--- config.mk ---
export PLATFORM = sky130hd
export DESIGN_NAME = down_counter_ctrl
export DESIGN_NICKNAME = d
export VERILOG_FILES = /design/src/rtl/down_counter_ctrl_pkg.sv /design/src/rtl/down_counter_ctrl_tick_gen.sv /design/src/rtl/down_counter_ctrl.sv
export SDC_FILE = /design/constraint.sdc
export NUM_CORES = 1
export LEC_CHECK = 0
export CAP_MARGIN = 40
export CELL_PAD_IN_SITES_DETAIL_PLACEMENT = 0
export CELL_PAD_IN_SITES_GLOBAL_PLACEMENT = 2
export CORE_UTILIZATION = 33
export CTS_CLUSTER_DIAMETER = 120
export DETAILED_ROUTE_END_ITERATION = 6
export GPL_ROUTABILITY_DRIVEN = 0
export GPL_TIMING_DRIVEN = 0
export HOLD_SLACK_MARGIN = 0.05
export PLACE_DENSITY_LB_ADDON = 0.1
export SYNTH_ARGS = -nofsm -noshare
export SYNTH_HDL_FRONTEND = slang
export SYNTH_SLANG_ARGS = --single-unit
--- constraint.sdc ---
create_clock -name clk -period 4.65 [get_ports clk]
set_input_delay 0.93 -clock clk [delete_from_list [all_inputs] [get_ports clk]]
set_output_delay 0.93 -clock clk [all_outputs]
set_load 0.01 [all_outputs]
--- src/rtl/down_counter_ctrl_pkg.sv ---
// Shared types and defaults for the down-counter sequencing controller.
package down_counter_ctrl_pkg;

  localparam int STATE_W          = 2;
  localparam int DEFAULT_WIDTH    = 4;
  localparam int DEFAULT_PRESCALE = 1;

  typedef enum logic [STATE_W-1:0] {
    IDLE  = 2'd0,
    RUN   = 2'd1,
    PAUSE = 2'd2,
    DONE  = 2'd3
  } state_t;

endpackage

--- src/rtl/down_counter_ctrl_tick_gen.sv ---
// Prescaler: counts clk cycles while enabled; tick marks the last cycle of a count step.
module tick_gen #(
  parameter int PRESCALE = 1
) (
  input  logic clk,
  input  logic reset,
  input  logic en,
  input  logic clr,
  output logic tick
);

  localparam int PS_W = (PRESCALE > 1) ? $clog2(PRESCALE) : 1;
  localparam logic [PS_W-1:0] LAST = PS_W'(PRESCALE - 1);

  logic [PS_W-1:0] phase;

  // NOTE: sequential state uses non-blocking assignments so every flop samples pre-edge values.
  always_ff @(posedge clk or posedge reset) begin
    if (reset) begin
      phase <= '0;
    end else if (clr) begin
      phase <= '0;
    end else if (en) begin
      phase <= (phase == LAST) ? '0 : phase + PS_W'(1);
    end
  end

  // Meaningful only when en is high; the caller qualifies it with its own run condition.
  assign tick = (phase == LAST);

endmodule

--- src/rtl/down_counter_ctrl.sv ---
// Programmable down-counter timer: load/start/pause/stop sequencing, terminal-count pulse, auto-reload.
module down_counter_ctrl
  import down_counter_ctrl_pkg::*;
#(
  parameter int WIDTH    = DEFAULT_WIDTH,
  parameter int PRESCALE = DEFAULT_PRESCALE
) (
  input  logic             clk,
  input  logic             reset,
  input  logic             cfg_load,
  input  logic [WIDTH-1:0] cfg_val,
  input  logic             auto_reload,
  input  logic             start,
  input  logic             pause,
  input  logic             stop,
  output logic [WIDTH-1:0] count,
  output logic             busy,
  output logic             done,
  output logic             cfg_err
);

  localparam logic [WIDTH-1:0] RESET_COUNT = '1;

  state_t           state, state_nxt;
  logic [WIDTH-1:0] reload, reload_nxt;
  logic [WIDTH-1:0] count_nxt, eff_val;
  logic             busy_nxt, done_nxt, err_nxt;
  logic             tick_en, tick_clr, tick;

  tick_gen #(.PRESCALE(PRESCALE)) u_tick_gen (
    .clk   (clk),
    .reset (reset),
    .en    (tick_en),
    .clr   (tick_clr),
    .tick  (tick)
  );

  always_ff @(posedge clk or posedge reset) begin
    if (reset) begin
      state   <= IDLE;
      reload  <= RESET_COUNT;
      count   <= RESET_COUNT;
      busy    <= 1'b0;
      done    <= 1'b0;
      cfg_err <= 1'b0;
    end else begin
      state   <= state_nxt;
      reload  <= reload_nxt;
      count   <= count_nxt;
      busy    <= busy_nxt;
      done    <= done_nxt;
      cfg_err <= err_nxt;
    end
  end

  // NOTE: every signal driven here gets a default first, so no path can infer a latch.
  always_comb begin
    state_nxt  = state;
    reload_nxt = reload;
    count_nxt  = count;
    eff_val    = reload;
    done_nxt   = 1'b0;
    err_nxt    = 1'b0;
    tick_en    = 1'b0;
    tick_clr   = 1'b0;

    if (stop) begin
      state_nxt = IDLE;
      count_nxt = reload;
      tick_clr  = 1'b1;
    end else begin
      case (state)
        IDLE, DONE: begin
          if (cfg_load) begin
            reload_nxt = cfg_val;
            count_nxt  = cfg_val;
            eff_val    = cfg_val;
            state_nxt  = IDLE;
          end
          // A start in the same cycle as a load counts down from the freshly loaded value.
          if (start) begin
            tick_clr  = 1'b1;
            count_nxt = eff_val;
            if (eff_val == '0) begin
              state_nxt = DONE;
              done_nxt  = 1'b1;
            end else begin
              state_nxt = RUN;
            end
          end
        end

        RUN: begin
          err_nxt = cfg_load;
          if (pause && !cfg_load && !start) begin
            state_nxt = PAUSE;
          end else begin
            tick_en = 1'b1;
            if (tick) begin
              if (count == WIDTH'(1)) begin
                done_nxt = 1'b1;
                if (auto_reload) begin
                  count_nxt = reload;
                end else begin
                  count_nxt = '0;
                  state_nxt = DONE;
                end
              end else if (count != '0) begin
                count_nxt = count - WIDTH'(1);
              end
            end
          end
        end

        PAUSE: begin
          if (cfg_load) begin
            err_nxt = 1'b1;
          end else if (start) begin
            state_nxt = RUN;
          end
        end

        default: state_nxt = IDLE;
      endcase
    end

    busy_nxt = (state_nxt == RUN) || (state_nxt == PAUSE);
  end

endmodule

==> results.md, run 1 <==
- Status: finished, final reports clean
- Combinational power share: 47.3%
- Setup TNS: 0 ns
- Hold Vio Cnt, Final: 0
- WL/cell: 15.66 um
- Slew @ Worst Pin: 0.5355 ns
- Max Cap Viol: 0
- TritonCTS clock tree: yes
- Async S/R FF share, synth: 100.0%
- Chip width: 55.58 um
- Synthesized net count: 118
- Worst Hold Class: register to register
- Post-CTS setup buffer count: 0
- Final nets: 138
- CP Data Required Time: 4.81 ns
- Crit-path max FO: 8
- TritonRoute pass-1 iters: 6
- Sw frac: 39.99%
- Final WL: 2364 um
- Element type at the critical path end: register
- Die H: 55.58 um
- Leakage: between 0.4 and 0.5 nW
- CTS sink cnt: 13
- RSZ-0062 raised after global routing: false
- Tmin final: about 2.4 ns
- DP HPWL: about 1700 um
- Layout Cell Area excl Fill: 1162 um^2
- Antenna violations before repair: 0
- Filler Cell Count: 281
- Flop pwr share: 40.4%
- Placed cell area: between 1000 and 1500 um^2
- Power Density: 515.7 nW/um^2
- Arrival time worst endpoint: 2.56 ns
- Rel. slew slack: between 60 and 70%
- CORE AREA: 2734 um^2
- I/O Buffers: 15
- Initial core utilization: 34.65%
- Ant. Diodes: 0
- Die ar.: between 3000 and 4000 um^2
- CTS H-tree lvls: 1
- Initial DRC Count: 43
- Worst vdd ir: 0.0002622 V
- DR vias: roughly 840
- Multi-input gate area: 554.3 um^2
- Final period utilization: 51.62%
- Cell Area, Synth: 947.2 um^2
- # IOs: 18
- #FFs+latches synth: 13
- Max Slew Vio Count: 0
- GRT overflow: 0
- Clk slew on worst S/H paths: 0.09 ns
- CTS Buf Count: 3
- Fmax: 416.6 MHz
- Number of global-route vias before repair: slightly above 800
- Number of nets still failing antenna checks after routing: 0
- Final core area utilization: 42.52%
- Layout Skew: 0.003755 ns
- Ys flop type: dfstp_2
- Global-route wire length before repair: 3967 um
- FF-to-FF setup slack: ~2.6 ns
- Drt drc: 0
- GR Util All Layers: 16.46%
- Avg Inst Size Synth: 9.378 um^2
- Largest net degree at the start of global routing: 14
- Distinct cells, synth: 39
- Final Setup Violations: 0
- Switching pwr: 0.2397 mW
- Yosys warns: 0
- Layout cells sized above 1: roughly a fifth
- CTS Buffer Depth: 2
- Clock share of power: 12.3%
- Via density: 5.550
- Post-cts resize count: 0
- EDFF count, synth: 0
- Register area share after synthesis: 35.40%
- Internal Pwr Total: 0.3597 mW
- Worst setup SP type: input pin
- Root buf cell: clkbuf_4
- Critical path class: input pin to register
- Clock Latency Late Sink: 0.28 ns
- # hold bufs at CTS: 0
- Final setup margin: 2.250 ns
- Num rows: 19
- DP Worst Slack: 1.951 ns
- Mapped Cells: 101
- Layout area overhead: 22.72%
- Register Area: 335.3 um^2
kinds of logic after synthesis:
kind of cell / share of synthesized area (%)
flops: 35.40
compound gates: 27.61
fa+ha+maj: 7.926
mux: 4.755
simple gates: 17.31
xor+xnor: 0.9249
buf+inv: 6.075
synthesized netlist by cell type (2+ instances only):
master     count  share of area, %
ha_1           6               7.9
o211ai_1       2               1.6
a21oi_1        2               1.1
nand2_1        6               2.4
nand3_1        2               1.1
a22oi_1        2               1.6
o2111ai_1      2               1.8
nor3b_1        2               1.6
inv_1          9               3.6
mux2_2         4               4.8
and2b_1        2               1.6
o21ai_0       11               5.8
o22ai_1        4               2.6
dfrtp_1        5                13
nor2_1         6               2.4
nor2b_1        2               1.3
nor3_1         4               2.1
dfstp_2        8                22
a211oi_1       2               1.6
power groups by stage:
stage	combinational, mW	clock (mW)	sequential [mW]
global route	0.314	0.0841	0.251
global placement	0.282	0	0.243
CTS	0.283	0.0761	0.242
detailed placement	0.282	0	0.244
finish	0.284	0.0736	0.242
floorplan	0.178	0	0.240
per-layer routing:
metal	vias up	GRT usage (%)	wire length (um)
met5	-	0	0
met3	4	2.791	110
met1	389	24.41	1215
met2	28	23.92	1011
li1	417	-	-
met4	0	6.071	27
final cells by class:
| class | instances | share of cell area (%) |
|---|---|---|
| flip-flops and latches | 13 | 28.85 |
| multi-input cells | 75 | 47.69 |
| inverters | 10 | 3.229 |
| clock buffers | 4 | 2.261 |
| repair buffers | 15 | 12.92 |
| well taps | 31 | 3.337 |
| plain buffers | 3 | 1.722 |
critical path: stages:
cell             delay [ns]
clkdlybuf4s50_1        0.60
nand2b_1               0.17
a311o_1                0.40
o2111ai_1              0.12
o211ai_1               0.16
xor2_1                 0.17
cells in the final DEF, fill, tap and decap left out, types with 2 or more instances in the layout:
| master | n |
|---|---|
| clkbuf_4 | 3 |
| a22oi_1 | 2 |
| inv_1 | 9 |
| o22ai_1 | 4 |
| and2b_1 | 2 |
| mux2_2 | 4 |
| clkdlybuf4s50_1 | 15 |
| nor2_1 | 6 |
| nor2b_1 | 2 |
| nand3_1 | 2 |
| nor3_1 | 4 |
| clkbuf_1 | 2 |
| ha_1 | 6 |
| dfstp_2 | 8 |
| o2111ai_1 | 2 |
| a211oi_1 | 2 |
| o21ai_0 | 11 |
| o211ai_1 | 2 |
| dfrtp_1 | 5 |
| nand2_1 | 6 |
| nor3b_1 | 2 |
| a21oi_1 | 2 |
through the flow:
step,total power [mW],hold slack (ns),cells
floorplan,0.4184,0.5669,101
global placement,0.5246,0.5919,147
detailed placement,0.5255,0.5882,147
CTS,0.6013,0.6023,151
global route,0.6490,0.6336,151
finish,0.5994,0.6051,151
state kept, by name, summed over array words and instances (netlist names):
| name | count |
|---|---|
| count | 4 |
| busy | 1 |
| done | 1 |
| reload | 4 |
| state | 2 |
| cfg_err | 1 |
worst paths after layout:
kind / start / endpoint / cells after the start
max: start / busy / 6
max reg2reg: count[0] / busy / 6
min: count[0] / count[0] / 2
max in group asynchronous: reset / reload[0] / 2
min in group asynchronous: reset / done / 2
min reg2reg: count[0] / count[0] / 2
Note: power is estimated with default switching activity, not from simulation.
==> inputs of run 2 (changes only) <==
--- a/config.mk
+++ b/config.mk
@@ -8,7 +8,7 @@
 export CAP_MARGIN = 40
 export CELL_PAD_IN_SITES_DETAIL_PLACEMENT = 0
 export CELL_PAD_IN_SITES_GLOBAL_PLACEMENT = 2
-export CORE_UTILIZATION = 33
+export CORE_UTILIZATION = 31
 export CTS_CLUSTER_DIAMETER = 120
 export DETAILED_ROUTE_END_ITERATION = 6
 export GPL_ROUTABILITY_DRIVEN = 0
==> constraint.sdc (replaced) <==
create_clock -name clk -period 2.4 [get_ports clk]
set_input_delay 0.48 -clock clk [delete_from_list [all_inputs] [get_ports clk]]
set_output_delay 0.48 -clock clk [all_outputs]
set_load 0.01 [all_outputs]
==> run 2 against run 1 <==
  * The flow now finishes with violations (design-rule violations)
  * Combinational power grew 94%
  * Clock power grew 94%
  * Worst setup slack lost 1.9 ns
  * Cell area is the same
  * Worst hold slack lost 0.19 ns
  * Via count grew 2.3%
  * Clock skew shrank 0.00056 ns
  * Wire length shrank 0.17%
  * Register-to-register slack lost 2.2 ns
  * Die area grew 6.2%
  * Final cell count is the same
==> results.md, run 2 (synthesis results as in run 1) <==
- Internal Pwr Total: 0.6976 mW (+94%)
- CTS Buf Count: 3 (unchanged)
- Layer with the highest usage: met2
- Rel. slew slack: 62.52% (-1.7 points)
- Register Area: 335.3 um^2 (unchanged)
- Worst Hold Class: input pin to register
- CTS sink cnt: 13 (unchanged)
- TritonRoute pass-1 iters: 7 (+1)
- Violated checks: design-rule violations
- GRT overflow: 0 (unchanged)
- DP Worst Slack: 0.1444 ns (-1.807 ns)
- TritonCTS clock tree: yes
- # IOs: 18 (unchanged)
- Die ar.: 3280 um^2 (+6.2%)
- Critical path class: register to register
- Fmax: 492.8 MHz
- Commonest non-fill, non-tap cells in the layout: 15 x clkdlybuf4s50_1, 11 x o21ai_0, 9 x inv_1
- Biggest regs: count x4, reload x4, state x2
- Clock Latency Late Sink: 0.28 ns (about the same)
- Filler Cell Count: 294 (+4.6%)
- Root buf cell: clkbuf_4
- Final setup margin: 0.3708 ns (-1.879 ns)
- Via density: 5.675 (+2.3%)
- Element type at the critical path end: register
- CP Data Required Time: 2.61 ns (-2.20 ns)
- Initial core utilization: 33.48% (-1.2 points)
- Switching pwr: 0.4638 mW (+94%)
- Ant. Diodes: 0 (unchanged)
- Status: complete, but fails checks
- Worst vdd ir: 0.0004229 V (+61%)
- WL/cell: 15.63 um (-0.17%)
- DR vias: 857 (+2.3%)
- Layout Skew: 0.003196 ns (-0.0005593 ns)
- Chip width: 57.28 um (+3.1%)
- CTS H-tree lvls: 1 (unchanged)
- Multi-input gate area: 554.3 um^2 (unchanged)
- Sw frac: 39.93% (-0.051 points)
- M1 GR Usage: 22.19% (-2.2 points)
- Layout cells sized above 1: 19.17% (unchanged)
- Largest net degree at the start of global routing: 14 (unchanged)
- Drt drc: 2 (+2)
- Setup TNS: 0 ns (unchanged)
- I/O Buffers: 15 (unchanged)
- Met2 usage: 24.87% (+0.95 points)
- Final period utilization: a little over four fifths
- Post-cts resize count: 0 (unchanged)
- Hold Vio Cnt, Final: 0 (unchanged)
- Clk slew on worst S/H paths: 0.09 ns (about the same)
- Max Slew Vio Count: 0 (unchanged)
- Final nets: 138 (unchanged)
- Crit-path max FO: 7 (-1)
- Final Setup Violations: 0 (unchanged)
- Slew @ Worst Pin: 0.5616 ns (+0.02602 ns)
- Arrival time worst endpoint: 2.24 ns (-0.32 ns)
- Worst setup SP type: register
- Leakage: 0.4556 nW (unchanged)
- Number of global-route vias before repair: 861 (+6.8%)
- Final WL: 2360 um (-0.17%)
- Tmin final: 2.029 ns
- Flop pwr share: 40.3% (about the same)
- CORE AREA: 2829 um^2 (+3.5%)
- RSZ-0062 raised after global routing: false
- Most common cell after layout, fill and taps aside: clkdlybuf4s50_1
- Post-CTS setup buffer count: 0 (unchanged)
- Antenna violations before repair: 0 (unchanged)
- Max Cap Viol: 0 (unchanged)
- Die H: 57.28 um (+3.1%)
- CTS Buffer Depth: 2 (unchanged)
- Initial DRC Count: 38 (-12%)
- DP HPWL: 1737 um (+1.2%)
- Power Density: 999.2 nW/um^2 (+94%)
- Number of cells on the worst hold path: 2 (unchanged)
- Cells on worst reg2reg path: 6 (unchanged)
- Number of nets still failing antenna checks after routing: 0 (unchanged)
- GR Util All Layers: 16.13% (-0.33 points)
- Num rows: 19 (unchanged)
- Combinational power share: 47.4% (about the same)
- # hold bufs at CTS: 0 (unchanged)
- Clock share of power: 12.3% (about the same)
- Grt met3 use: 2.948% (+0.16 points)
- Layout area overhead: 22.72% (unchanged)
- Global-route wire length before repair: 4022 um (+1.4%)
==> run 2: cell counts in the layout (fill, tap and decap cells not counted) <==
Identical to the previous run, type by type.
==> run 2: path summary, 6_finish.rpt <==
check                              start        end  slack [ns]
worst min-delay path                stop    cfg_err        0.42
worst min register to register  count[0]   count[0]        0.59
worst max register to register  count[0]       busy        0.37
min in group asynchronous          reset       done        0.54
max in group asynchronous          reset  reload[2]        1.48
worst max-delay path            count[0]       busy        0.37
==> run 2: layout make-up <==
cell class                      instances  area share (%)
Inverter                               10           3.229
Timing Repair Buffer                   15           12.92
Multi-Input combinational cell         75           47.69
Tap cell                               31           3.337
Clock buffer                            4           2.261
Sequential cell                        13           28.85
Buffer                                  3           1.722
==> run 2: worst max-delay path, stage by stage, from the launching register on <==
cell and delay, ns:
dfstp_2 0.58, ha_1 0.21, nor3b_4 0.34, and2b_1 0.23
o21ai_2 0.08, a311oi_4 0.32, xor2_1 0.18
==> run 2: stage by stage <==
step | utilization [%] | total power, mW | hold WS (ns) | instance area [um^2] | std cells
2_1_floorplan | - | 0.8106 | 0.3512 | 947.2 | 101
3_3_place_gp | 40.16 | 1.019 | 0.5908 | 1136 | 147
3_5_place_dp | 40.16 | 1.021 | 0.5823 | 1136 | 147
4_1_cts | 41.09 | 1.172 | 0.4094 | 1162 | 151
5_1_grt | 41.09 | 1.254 | 0.4139 | 1162 | 151
6_report | 41.09 | 1.161 | 0.4196 | 1162 | 151
==> run 2: per-layer routing <==
metal	vias to the layer above	wire length, um	part of all wire [%]
li1	419	-	-
met2	30	1045	44
met5	-	0	0
met4	0	25	1.1
met1	404	1174	50
met3	4	114	4.8
==> run 2: power by group through the flow <==
| stage | sequential [mW] | combinational (mW) | clock, mW |
|---|---|---|---|
| after floorplan | 0.466 | 0.345 | 0 |
| after global placement | 0.473 | 0.546 | 0 |
| after detailed placement | 0.473 | 0.548 | 0 |
| after CTS | 0.469 | 0.550 | 0.153 |
| after global routing | 0.487 | 0.605 | 0.161 |
| final | 0.468 | 0.550 | 0.143 |
==> inputs of run 3 (changes only) <==
==> constraint.sdc (replaced) <==
create_clock -name clk -period 2.12 [get_ports clk]
set_input_delay 0.424 -clock clk [delete_from_list [all_inputs] [get_ports clk]]
set_output_delay 0.424 -clock clk [all_outputs]
set_load 0.01 [all_outputs]
==> run 3 against run 2 <==
  * The flow still finishes with violations (design-rule violations)
  * Total power is 14% higher
  * Clock skew is essentially flat
  * Sequential power increased by 14%
  * Fmax up 3.3%
  * Wire length grew 0.72%
  * Flip-flop and latch count unchanged
  * Via count is 0.93% lower
  * Worst setup slack worse by 0.22 ns
  * Critical path type unchanged
  * Largest power group unchanged
==> results.md, run 3 (synthesis results as in run 1) <==
- Fmax: 509.0 MHz (+3.3%)
- TritonCTS clock tree: yes
- Final Setup Violations: 0 (unchanged)
- Final period utilization: 92.67% (+8.1 points)
- Die H: 57.28 um (unchanged)
- GRT overflow: 0 (unchanged)
- RR Endpoint: busy
- Largest net degree at the start of global routing: 14 (unchanged)
- Setup TNS: 0 ns (unchanged)
- Post-cts resize count: 0 (unchanged)
- DR vias: 849 (-0.93%)
- Number of cells on the worst hold path: 2 (unchanged)
- Placed cell area: 1136 um^2 (unchanged)
- Global-route wire length before repair: 4022 um (unchanged)
- Worst Hold End: cfg_err
- Die ar.: 3280 um^2 (unchanged)
- Hold Vio Cnt, Final: 0 (unchanged)
- Flop pwr share: 40.0% (-0.3 points)
- Total power: 1.330 mW (+14%)
- # hold bufs at CTS: 0 (unchanged)
- Max incr delay on CP: 0.59 ns (about the same)
- Arrival time worst endpoint: 2.17 ns (-0.07 ns)
- Most common cell after layout, fill and taps aside: clkdlybuf4s50_1
- Critical path class: register to register
- Crit-path max FO: 6 (-1)
- WHS: 0.3647 ns (-0.05484 ns)
- Worst vdd ir: 0.0004790 V (+13%)
- TritonRoute pass-1 iters: 6 (-1)
- Layout Skew: 0.003132 ns (-0.00006439 ns)
- Chip width: 57.28 um (unchanged)
- Tmin final: 1.965 ns (-0.06454 ns)
- CTS Buffer Depth: 2 (unchanged)
- Initial core utilization: 33.48% (unchanged)
- Status: complete, but fails checks
- Num rows: 19 (unchanged)
- Crit-path leading delay family: flip-flops
- Leakage: 0.4664 nW (+2.4%)
- Slowest stage cell, crit path: dfstp_2
- Final nets: 140 (+1.4%)
- Element type at the critical path end: register
- RSZ-0062 raised after global routing: false
- CTS sink cnt: 13 (unchanged)
- Initial DRC Count: 44 (+16%)
- Biggest regs: count x4, reload x4, state x2
- Critical-path cell list: ha_1 > nor3b_4 > and2b_1 > o21ai_2 > a311oi_4 > xor2_1
- Critical R2R Launch: count[0]
- Worst setup SP type: register
- Hold Startpoint: stop
- DP HPWL: 1737 um (unchanged)
- Combinational power share: 47.8% (+0.4 points)
- Final WL: 2377 um (+0.72%)
- Layout Cell Area excl Fill: 1177 um^2 (+1.3%)
- Switching pwr: 0.5298 mW (+14%)
- Rel. slew slack: 62.81% (+0.29 points)
- Clock Latency Late Sink: 0.28 ns (about the same)
- Commonest non-fill, non-tap cells in the layout: 15 x clkdlybuf4s50_1, 11 x o21ai_0, 9 x inv_1
- Clock share of power: 12.2% (about the same)
- Layout cells sized above 1: 20.49% (+1.3 points)
- Via density: 5.549 (-2.2%)
- Final non-filler cell total: 153 (+1.3%)
- Violated checks: design-rule violations
- Worst Hold Class: input pin to register
- Cells on worst reg2reg path: 6 (unchanged)
- Max Cap Viol: 0 (unchanged)
- Antenna violations before repair: 0 (unchanged)
- # IOs: 18 (unchanged)
- Internal Pwr Total: 0.8000 mW (+15%)
- CP Data Required Time: 2.33 ns (-0.28 ns)
- Drt drc: 2 (unchanged)
- GR Util All Layers: 16.13% (unchanged)
- Root buf cell: clkbuf_4
- FF-to-FF setup slack: 0.16 ns (-0.22 ns)
- Final setup margin: 0.1553 ns (-0.2155 ns)
- Number of nets still failing antenna checks after routing: 0 (unchanged)
- Sw frac: 39.84% (-0.093 points)
- I/O Buffers: 15 (unchanged)
- CTS Buf Count: 3 (unchanged)
- Cell count after placement: 147 (unchanged)
- Slew @ Worst Pin: 0.5572 ns (-0.004373 ns)
- CORE AREA: 2829 um^2 (unchanged)
- Worst Path Buf+Inv: 0 (unchanged)
- Number of global-route vias before repair: 861 (unchanged)
- Final core area utilization: 41.62% (+0.53 points)
- Layout area overhead: 24.31%
- WL/cell: 15.54 um (-0.60%)
- Power Density: 1129 nW/um^2 (+13%)
- Max Slew Vio Count: 0 (unchanged)
- Ant. Diodes: 0 (unchanged)
- CTS H-tree lvls: 1 (unchanged)
- Instance count on the critical path: 6 (unchanged)
- Clk slew on worst S/H paths: 0.09 ns (about the same)
- DP Worst Slack: -0.07960 ns (-0.2240 ns)
-- run 3: changes by cell type in the layout (fill, tap and decap cells not counted), sizes merged --
cell and delta:
buf +2
-- run 3: layer usage --
| layer | wire length (um) | GRT usage (%) | vias to the layer above |
|---|---|---|---|
| met5 | 0 | 0 | - |
| met4 | 25 | 6.969 | 0 |
| met3 | 104 | 2.948 | 4 |
| met2 | 1068 | 24.87 | 25 |
| met1 | 1179 | 22.19 | 399 |
| li1 | - | - | 421 |
-- run 3: worst max path at each step --
| stage | start | end | slack [ns] |
|---|---|---|---|
| after floorplan | count[0] | busy | 0.30 |
| final | count[0] | busy | 0.16 |
| after global routing | count[0] | busy | 0.04 |
| after global placement | start | busy | -0.03 |
| after detailed placement | start | busy | -0.08 |
| after CTS | count[0] | busy | 0.09 |
-- run 3: final cells by class --
cell class	instances	area, um^2
fill	293	1652
multi-input combinational	75	554.3
sequential	13	335.3
timing repair buffer	17	165.2
tap	31	38.79
inverter	10	37.54
clock buffer	4	26.28
buffer	3	20.02
-- run 3: power by group through the flow --
stage / Sequential, mW / Clock (mW) / Combinational [mW]
floorplan: 0.527 / 0 / 0.391
global placement: 0.535 / 0 / 0.618
detailed placement: 0.536 / 0 / 0.621
CTS: 0.531 / 0.173 / 0.623
global route: 0.553 / 0.182 / 0.700
finish: 0.532 / 0.162 / 0.636
-- run 3: worst register-to-register path, stage by stage (launching register included) --
cell and delay (ns):
dfstp_2 0.59, ha_1 0.21, nor3b_4 0.29, and2b_1 0.22, o21ai_2 0.08, a311oi_4 0.32
xor2_1 0.18
-- run 3: timing repair --
action                                 CTS  global route
endpoints found under the hold margin    0             0
setup endpoints to repair                0             1
setup buffers                            0             2
